## src/rtl/fp32_uart_pkg.sv

```systemverilog
// Shared types and constants for the FP32 result UART transmitter.
// Contents: tx_state_t FSM encoding, word/byte widths, clks_per_bit() helper.
// Optional feature macro: FP32_RESULT_TX_PARITY_EN (PARITY state used only when defined).
package fp32_uart_pkg;

  localparam int unsigned FP32_W         = 32;
  localparam int unsigned BYTE_W         = 8;
  localparam int unsigned BYTES_PER_WORD = 4;

  typedef enum logic [2:0] {
    StIdle,
    StStart,
    StData,
    StParity,
    StStop
  } tx_state_t;

  function automatic int unsigned clks_per_bit(input int unsigned clk_hz, input int unsigned baud);
    return clk_hz / baud;
  endfunction

endpackage

```

## src/rtl/uart_bit_timer.sv

```systemverilog
// Baud-period timer for the UART transmitter.
// Ports:
//   clk_i       system clock
//   rst_i       asynchronous active-high reset
//   restart_i   hold counter at zero (used while idle)
//   bit_done_o  high on the last cycle of each bit period
module uart_bit_timer #(
  parameter int unsigned ClksPerBit = 4
) (
  input  logic clk_i,
  input  logic rst_i,
  input  logic restart_i,
  output logic bit_done_o
);

  localparam int unsigned CntW = (ClksPerBit > 1) ? $clog2(ClksPerBit) : 1;

  logic [CntW-1:0] cnt_q, cnt_d;

  assign bit_done_o = !restart_i && (cnt_q == CntW'(ClksPerBit - 1));

  // Wrapping on terminal count doubles as the reload at every state change,
  // since the FSM only changes state on bit_done.
  always_comb begin
    cnt_d = cnt_q + 1'b1;
    if (restart_i || bit_done_o) begin
      cnt_d = '0;
    end
  end

  always_ff @(posedge clk_i or posedge rst_i) begin
    if (rst_i) begin
      cnt_q <= '0;
    end else begin
      cnt_q <= cnt_d;
    end
  end

endmodule

```

## src/rtl/fp32_result_uart_tx.sv

```systemverilog
// Serialises one 32-bit FP32 result word as four UART frames (8N1, or 8E1 with parity).
// Ports:
//   clk           system clock
//   rst           asynchronous active-high reset
//   result_valid  result_data holds a word to transmit
//   result_data   FP32 word to send
//   result_ready  word accepted this cycle (high only while idle)
//   tx            serial line, idles high, driven from a flop
//   busy          word in flight (always the inverse of result_ready)
// Optional feature macro: FP32_RESULT_TX_PARITY_EN adds an even-parity bit per byte.
module fp32_result_uart_tx
  import fp32_uart_pkg::*;
#(
  parameter int unsigned CLK_FREQ_HZ = 50_000_000,
  parameter int unsigned BAUD        = 115_200,
  parameter bit          MSB_FIRST   = 1'b1
) (
  input  logic              clk,
  input  logic              rst,
  input  logic              result_valid,
  input  logic [FP32_W-1:0] result_data,
  output logic              result_ready,
  output logic              tx,
  output logic              busy
);

  localparam int unsigned CLKS_PER_BIT = clks_per_bit(CLK_FREQ_HZ, BAUD);

  if (CLKS_PER_BIT < 2) begin : g_bad_baud
    $error("fp32_result_uart_tx: CLK_FREQ_HZ/BAUD must be at least 2");
  end

  tx_state_t         state_q, state_d;
  logic [FP32_W-1:0] word_q, word_d;
  logic [2:0]        bit_idx_q, bit_idx_d;
  logic [1:0]        byte_idx_q, byte_idx_d;
  logic              tx_q, tx_d;
  logic              ready_q, ready_d;

  logic              bit_done;
  logic [1:0]        byte_sel;
  logic [BYTE_W-1:0] cur_byte;
  logic [2:0]        bit_nxt;

  uart_bit_timer #(
    .ClksPerBit(CLKS_PER_BIT)
  ) u_bit_timer (
    .clk_i      (clk),
    .rst_i      (rst),
    .restart_i  (state_q == StIdle),
    .bit_done_o (bit_done)
  );

  // Byte k of the word in transmission order.
  assign byte_sel = MSB_FIRST ? (2'd3 - byte_idx_q) : byte_idx_q;
  assign cur_byte = word_q[{byte_sel, 3'b000} +: BYTE_W];
  assign bit_nxt  = bit_idx_q + 3'd1;

  always_comb begin
    state_d    = state_q;
    word_d     = word_q;
    bit_idx_d  = bit_idx_q;
    byte_idx_d = byte_idx_q;
    tx_d       = tx_q;
    ready_d    = ready_q;
    unique case (state_q)
      StIdle: begin
        if (result_valid && ready_q) begin
          word_d  = result_data;
          state_d = StStart;
          tx_d    = 1'b0;
          ready_d = 1'b0;
        end
      end
      StStart: begin
        if (bit_done) begin
          state_d   = StData;
          bit_idx_d = 3'd0;
          tx_d      = cur_byte[0];
        end
      end
      StData: begin
        if (bit_done) begin
          if (bit_idx_q == 3'd7) begin
`ifdef FP32_RESULT_TX_PARITY_EN
            state_d = StParity;
            tx_d    = ^cur_byte;
`else
            state_d = StStop;
            tx_d    = 1'b1;
`endif
          end else begin
            bit_idx_d = bit_nxt;
            tx_d      = cur_byte[bit_nxt];
          end
        end
      end
`ifdef FP32_RESULT_TX_PARITY_EN
      StParity: begin
        if (bit_done) begin
          state_d = StStop;
          tx_d    = 1'b1;
        end
      end
`endif
      StStop: begin
        if (bit_done) begin
          if (byte_idx_q == 2'd3) begin
            state_d    = StIdle;
            byte_idx_d = 2'd0;
            ready_d    = 1'b1;
            tx_d       = 1'b1;
          end else begin
            // Next byte starts immediately, no idle gap within a word.
            state_d    = StStart;
            byte_idx_d = byte_idx_q + 2'd1;
            tx_d       = 1'b0;
          end
        end
      end
      default: begin
        state_d    = StIdle;
        byte_idx_d = 2'd0;
        ready_d    = 1'b1;
        tx_d       = 1'b1;
      end
    endcase
  end

  always_ff @(posedge clk or posedge rst) begin
    if (rst) begin
      state_q    <= StIdle;
      word_q     <= '0;
      bit_idx_q  <= 3'd0;
      byte_idx_q <= 2'd0;
      tx_q       <= 1'b1;
      ready_q    <= 1'b1;
    end else begin
      state_q    <= state_d;
      word_q     <= word_d;
      bit_idx_q  <= bit_idx_d;
      byte_idx_q <= byte_idx_d;
      tx_q       <= tx_d;
      ready_q    <= ready_d;
    end
  end

  assign tx           = tx_q;
  assign result_ready = ready_q;
  assign busy         = !ready_q;

endmodule

```

## config.mk

```make
export PLATFORM = sky130hd
export DESIGN_NAME = fp32_result_uart_tx
export DESIGN_NICKNAME = d
export VERILOG_FILES = /design/src/rtl/fp32_uart_pkg.sv /design/src/rtl/uart_bit_timer.sv /design/src/rtl/fp32_result_uart_tx.sv
export SDC_FILE = /design/constraint.sdc
export NUM_CORES = 1
export LEC_CHECK = 0
export ABC_AREA = 1
export CAP_MARGIN = 30
export CORE_MARGIN = 2
export CORE_UTILIZATION = 45
export CTS_BUF_LIST = sky130_fd_sc_hd__clkbuf_8
export CTS_CLUSTER_SIZE = 14
export DETAILED_ROUTE_END_ITERATION = 6
export GPL_TIMING_DRIVEN = 0
export HOLD_SLACK_MARGIN = 0.1
export PLACE_DENSITY = 0.68
export SLEW_MARGIN = 20
export SYNTH_ARGS = -nofsm -noshare
export SYNTH_HDL_FRONTEND = slang
export SYNTH_SLANG_ARGS = --single-unit
export TNS_END_PERCENT = 30
```

## constraint.sdc

```tcl
create_clock -name clk -period 1.5 [get_ports clk]
set_input_delay 0.225 -clock clk [delete_from_list [all_inputs] [get_ports clk]]
set_output_delay 0.225 -clock clk [all_outputs]
set_load 0.01 [all_outputs]
```

# ---- After elaboration in Yosys (flattened, before gate mapping)
# Index checks and enable logic that the tools add are counted.
# W data, S select, Z words.
dict set report op_classes {
  shifts 1
  mux 27
  order_cmp 1
  n_mul 0
  reduce_logical 15
  eq_ne 13
  bitwise_logic 2
  addsub 4
  n_div 0
}
# operator n
set ops {}
lappend ops {{$shiftx A32 B6 Y8} 1}
lappend ops {{$mux W3} 8}
lappend ops {{$pmux W3 S4} 1}
lappend ops {{$reduce_and A4 Y1} 3}
lappend ops {{$mux W1} 10}
lappend ops {{$add A9 B1 Y9 const B} 1}
lappend ops {{$eq A9 B9 Y1 const B} 1}
lappend ops {{$mux W9} 1}
lappend ops {{$ne A2 B2 Y1 const B} 4}
lappend ops {{$eq A3 B3 Y1 const B} 2}
lappend ops {{$ne A2 B1 Y1 const B} 3}
lappend ops {{$pmux W3 S2} 1}
lappend ops {{$reduce_and A5 Y1} 1}
lappend ops {{$lt A3 B4 Y1 const B} 1}
lappend ops {{$mux W2} 2}
lappend ops {{$pmux W1 S4} 1}
lappend ops {{$pmux W2 S2} 1}
lappend ops {{$reduce_and A2 Y1} 2}
lappend ops {{$add A3 B1 Y3 const B} 1}
lappend ops {{$bmux W1 S3} 1}
lappend ops {{$eq A3 B1 Y1 const B} 1}
lappend ops {{$eq A3 B2 Y1 const B} 1}
lappend ops {{$logic_not A3 Y1} 1}
lappend ops {{$pmux W1 S3} 1}
lappend ops {{10 further kinds} 13}
dict set report totals {
  ram_bits 0
  elab_cells 70
  regBits 51
  romBits 0
  mem_count 0
  latchBits 0
}

# ---- Logic depth before layout (Yosys ltp)
dict set report logic_depth {
  ltp_word 7
  depth_mapped 11
  depth_no_buf 11
}

# ---- Cells and area by module
# From an unflattened synthesis, not the netlist that was laid out.
dict set report hier_totals {
  hier_cells 330
  hier_area_um2 2650.0
}
# mod area_each_um2 n_inst cells_per_inst
set by_module_without_submodules {}
lappend by_module_without_submodules {fp32_result_uart_tx 2138.3 1 261}
lappend by_module_without_submodules {uart_bit_timer 511.7 1 69}

# ---- Least setup slack after synthesis
# Ideal clock, no wire load.
dict set report synth_timing {
  path_type {reg-to-reg}
  start {register bit_idx_q[0]}
  end {register bit_idx_q[0]}
  path_buffers 0
  t_arrival_ns 1.247
  required_ns 1.369
  stages_incl_launch_ff 7
  slack_ns 0.123
  cell_sequence {dfrtp_1 > ha_1 > ha_1 > o21ai_0 > nand2_1 > nand2_1 > o21ai_0}
}
dict set report synth_between {
  elab_chain_len 4
}
# item line_no
set synth_rtl {}
lappend synth_rtl {{from (decl)} fp32_result_uart_tx.sv:35} ;# logic [2:0] bit_idx_q, bit_idx_d;
lappend synth_rtl {{from (signal assigned)} fp32_result_uart_tx.sv:141} ;# bit_idx_q <= bit_idx_d;
lappend synth_rtl {{$add A3 B1 Y3} fp32_result_uart_tx.sv:57} ;# assign bit_nxt = bit_idx_q + 3'd1;
lappend synth_rtl {{$mux W3} fp32_result_uart_tx.sv:84} ;# if (bit_idx_q == 3'd7) begin
lappend synth_rtl {{$mux W3} fp32_result_uart_tx.sv:83} ;# if (bit_done) begin
lappend synth_rtl {{$pmux W3 S2} fp32_result_uart_tx.sv:66} ;# unique case (state_q)
# Several ways; a longest one is shown, not always the timed one. The select of a mux whose other input is x is not followed.
# A chain may end at the register's enable or synchronous reset.

# ---- Worst setup path after layout
dict set report layout_timing {
  start {register byte_idx_q[0]}
  end {register tx_q (netlist: tx)}
}
dict set report layout_between {
  elab_chain_len 7
}
# item line_no
set layout_rtl {}
lappend layout_rtl {{from (decl)} fp32_result_uart_tx.sv:36} ;# logic [1:0] byte_idx_q, byte_idx_d;
lappend layout_rtl {{from (signal assigned)} fp32_result_uart_tx.sv:142} ;# byte_idx_q <= byte_idx_d;
lappend layout_rtl {{$sub A2 B2 Y2} fp32_result_uart_tx.sv:55} ;# assign byte_sel = MSB_FIRST ? (2'd3 - byte_idx_q) : byte_idx_q;
lappend layout_rtl {{$shiftx A32 B6 Y8} fp32_result_uart_tx.sv:56} ;# assign cur_byte = word_q[{byte_sel, 3'b000} +: BYTE_W];
lappend layout_rtl {{$bmux W1 S3} fp32_result_uart_tx.sv:94} ;# tx_d = cur_byte[bit_nxt];
lappend layout_rtl {{$mux W1 (implied by the code)} fp32_result_uart_tx.sv:94}
lappend layout_rtl {{$mux W1} fp32_result_uart_tx.sv:84}
lappend layout_rtl {{$mux W1} fp32_result_uart_tx.sv:83}
lappend layout_rtl {{$pmux W1 S4 *} fp32_result_uart_tx.sv:66}
lappend layout_rtl {{to (signal assigned)} fp32_result_uart_tx.sv:143} ;# tx_q <= tx_d;
lappend layout_rtl {{to (decl)} fp32_result_uart_tx.sv:37} ;# logic tx_q, tx_d;
# Mark *: on every way between the ends. The rest lies on a longest branch, timed or not. The select of a mux whose other input is x is not followed.

==> run summary <==
Syn Area/Cell = 8.61 um^2
clk buf depth = 2
worst setup margin = 0.0100 ns
CORE AREA = 0.00582 mm^2
Crit-path slowest cell = dfrtp_2
syn_nets = 349
global-route wire length before repair = 9010 um
Slew headroom = 0.567
synth warn = 0
routed wire length = 5590 um
DRT iter0 DRCs = 89
FP Rows = 28
initial antenna violation count = 0
final std cells w/o fill = 448
Worst Path Class, Setup = flop to flop
Critical Path Fanout Max = 10
CP Cell Sequence = buf_4 -> o21ai_1 -> nand2_1 -> nand3_1 -> nand3_1 -> nand2_1 -> nand2_1 -> nand3_1 -> nand2_1 -> a21oi_2
number of clock sinks = 51
largest net degree at the start of global routing = 30
initial core utilization = 0.457
final net count = 412
# setup viols final = 0
ys async rst share = 1.00
RSZ-0062 raised after global routing = true
IR drop worst, VDD = 0.831 mV
Final Hold Vio Count = 0
sequential area share after synthesis = 0.481
post-place setup slack = -0.0862 ns
I/O pin total = 38
CP dominant cell by count = nand2_1
WP depth = 10
total power = 6200 uW
drt drc = 0
worst-skew pair later-pin latency = 0.31 ns
vias in the first global route = 2031
die span in y = 80.9 um
Root Buffer = clkbuf_8
commonest non-fill, non-tap cell in the layout = nand2_1
Fmax achieved = 671 MHz
Buffers on Ports = 37
Layout Skew = 0.00765 ns
Die X = 80.9 um
CP bufs+invs = 1
CTS Buf Count = 5
routed length per instance = 12.5 um
share of cells above drive strength 1 = 0.249
main flop type after synthesis = dfrtp_1
Synth Register Bits = 51
mapped cell area = 0.00266 mm^2
Worst Reg-to-Reg Cells = 10
H-tree depth = 2
worst-margin pin slew = 0.649 ns
worst r2r src = byte_idx_q[0]$_DFFE_PP0P_
ANT cells = 0
Hold-fix buffers, CTS = 0
flop2flop setup slack = 0.01 ns
Slew Limit Fails = 0
clock-pin transition on the worst setup and hold timing paths = 0.10 ns
status = complete, no violations
most frequent cells in the layout = 60 x nand2_1, 47 x dfrtp_1, 36 x inv_1, 35 x nor2_1, 34 x clkdlybuf4s50_1
Worst path max stage delay = 0.45 ns
EDFF count, synth = 0
cell count after synthesis = 309
GRT Util Overall = 0.178
required time of the critical path = 1.75 ns
remaining global-route overflow = 0
WP data arrival = 1.74 ns
Syn-to-layout area delta = 30.9%
die area = 0.00654 mm^2
number of library cell types mapped by synthesis = 32
CTS tree = yes
Pleak = 0.00168 uW
Critical Path End Type = flop
Vias/cell = 4.89
Setup crit start kind = flop
Crit path max-delay family = simple AND/OR/NAND/NOR gates
fin crit share = 0.993
min-delay worst type = input port to asynchronous set/reset pin
fin crit period = 1.49 ns
PwrDens = 1780 mW/mm^2
vias = 2191
Placed Cells = 422
MaxCap Viol Count = 0
DRT Pass-1 Iters = 4
final core occ = 0.599
antenna viol nets, final = 0
Worst R2R End = tx$_DFFE_PP1P_
Placer Congestion = 0.870
DP Wirelength = 3910 um
logic make-up after synthesis:
family / Yosys count / synth area share
flip-flops: 51 / 0.481
multiplexers: 9 / 0.0409
AND/OR/NAND/NOR: 148 / 0.259
buffers and inverters: 54 / 0.0917
adder cells (fa/ha/maj): 5 / 0.0235
AO/OA/AOI/OAI: 41 / 0.101
XOR/XNOR: 1 / 0.00329
cell usage after synthesis (3+ instances only):
cell type   n  area share
a21oi_1    13       0.024
a21oi_2    15       0.049
buf_2       3      0.0056
buf_6       4       0.017
dfrtp_1    49        0.46
ha_1        5       0.024
inv_1      40       0.056
inv_2       5      0.0071
mux2_2      7       0.030
nand2_1    60       0.085
nand3_1    28       0.053
nor2_1     39       0.055
nor3_1      3      0.0056
nor3b_1     4       0.011
o21ai_0     8       0.015
o21ai_1     3      0.0056
final cells by class:
type / instances / area [um^2]
flip-flops and latches: 51 / 1280
clock buffers: 5 / 68.8
well taps: 75 / 93.8
fillers: 589 / 2330
multi-input cells: 204 / 1200
clock inverters: 3 / 43.8
inverters: 45 / 173
plain buffers: 9 / 90.1
repair buffers: 56 / 529
layer usage:
metal,wire length [um],GRT usage
met3,208,0.0378
met2,2720,0.298
met4,108,0.0695
met1,2550,0.225
met5,0,0
worst max path at each step:
stage                                               from                        end  slack [ns]
after floorplan                                      rst   bit_idx_q[0]$_DFFE_PP0P_        0.05
after global placement                               rst     word_q[20]$_DFFE_PP0P_       -0.97
after detailed placement                    result_valid     word_q[24]$_DFFE_PP0P_       -0.09
after CTS                      byte_idx_q[1]$_DFFE_PP0P_             tx$_DFFE_PP1P_       -0.04
after global routing      u_bit_timer.cnt_q[1]$_DFF_PP0_  byte_idx_q[1]$_DFFE_PP0P_       -0.11
final                          byte_idx_q[0]$_DFFE_PP0P_             tx$_DFFE_PP1P_        0.01
power by group:
| group | internal [uW] | total (uW) | switching [uW] |
|---|---|---|---|
| clock network | 497 | 969 | 472 |
| logic | 1330 | 3020 | 1690 |
| registers | 1950 | 2210 | 266 |
| total | 3770 | 6200 | 2430 |
what timing repair did:
| item | CTS | global route |
|---|---|---|
| gates resized for setup | 6 | 24 |
| pin swaps | 0 | 6 |
| buffers inserted | 1 | 17 |
| setup endpoints to repair | 14 | 33 |
metrics by stage:
stage / cell area [um^2] / setup TNS (ns) / hold slack, ns
after detailed placement: 3150 / -0.930 / 0.479
after global routing: 3480 / -0.540 / 0.379
final: 3480 / 0 / 0.318
after floorplan: 2660 / 0 / 0.374
after CTS: 3280 / -0.0801 / 0.330
after global placement: 3120 / -49.03 / 0.474
flip-flops by register name (all words and copies together) (netlist names):
signal / cells
bit_idx_q: 3
byte_idx_q: 2
result_ready: 1
state_q: 3
tx: 1
u_bit_timer.cnt_q: 9
word_q: 32
Power figures use the tool's default switching activity.
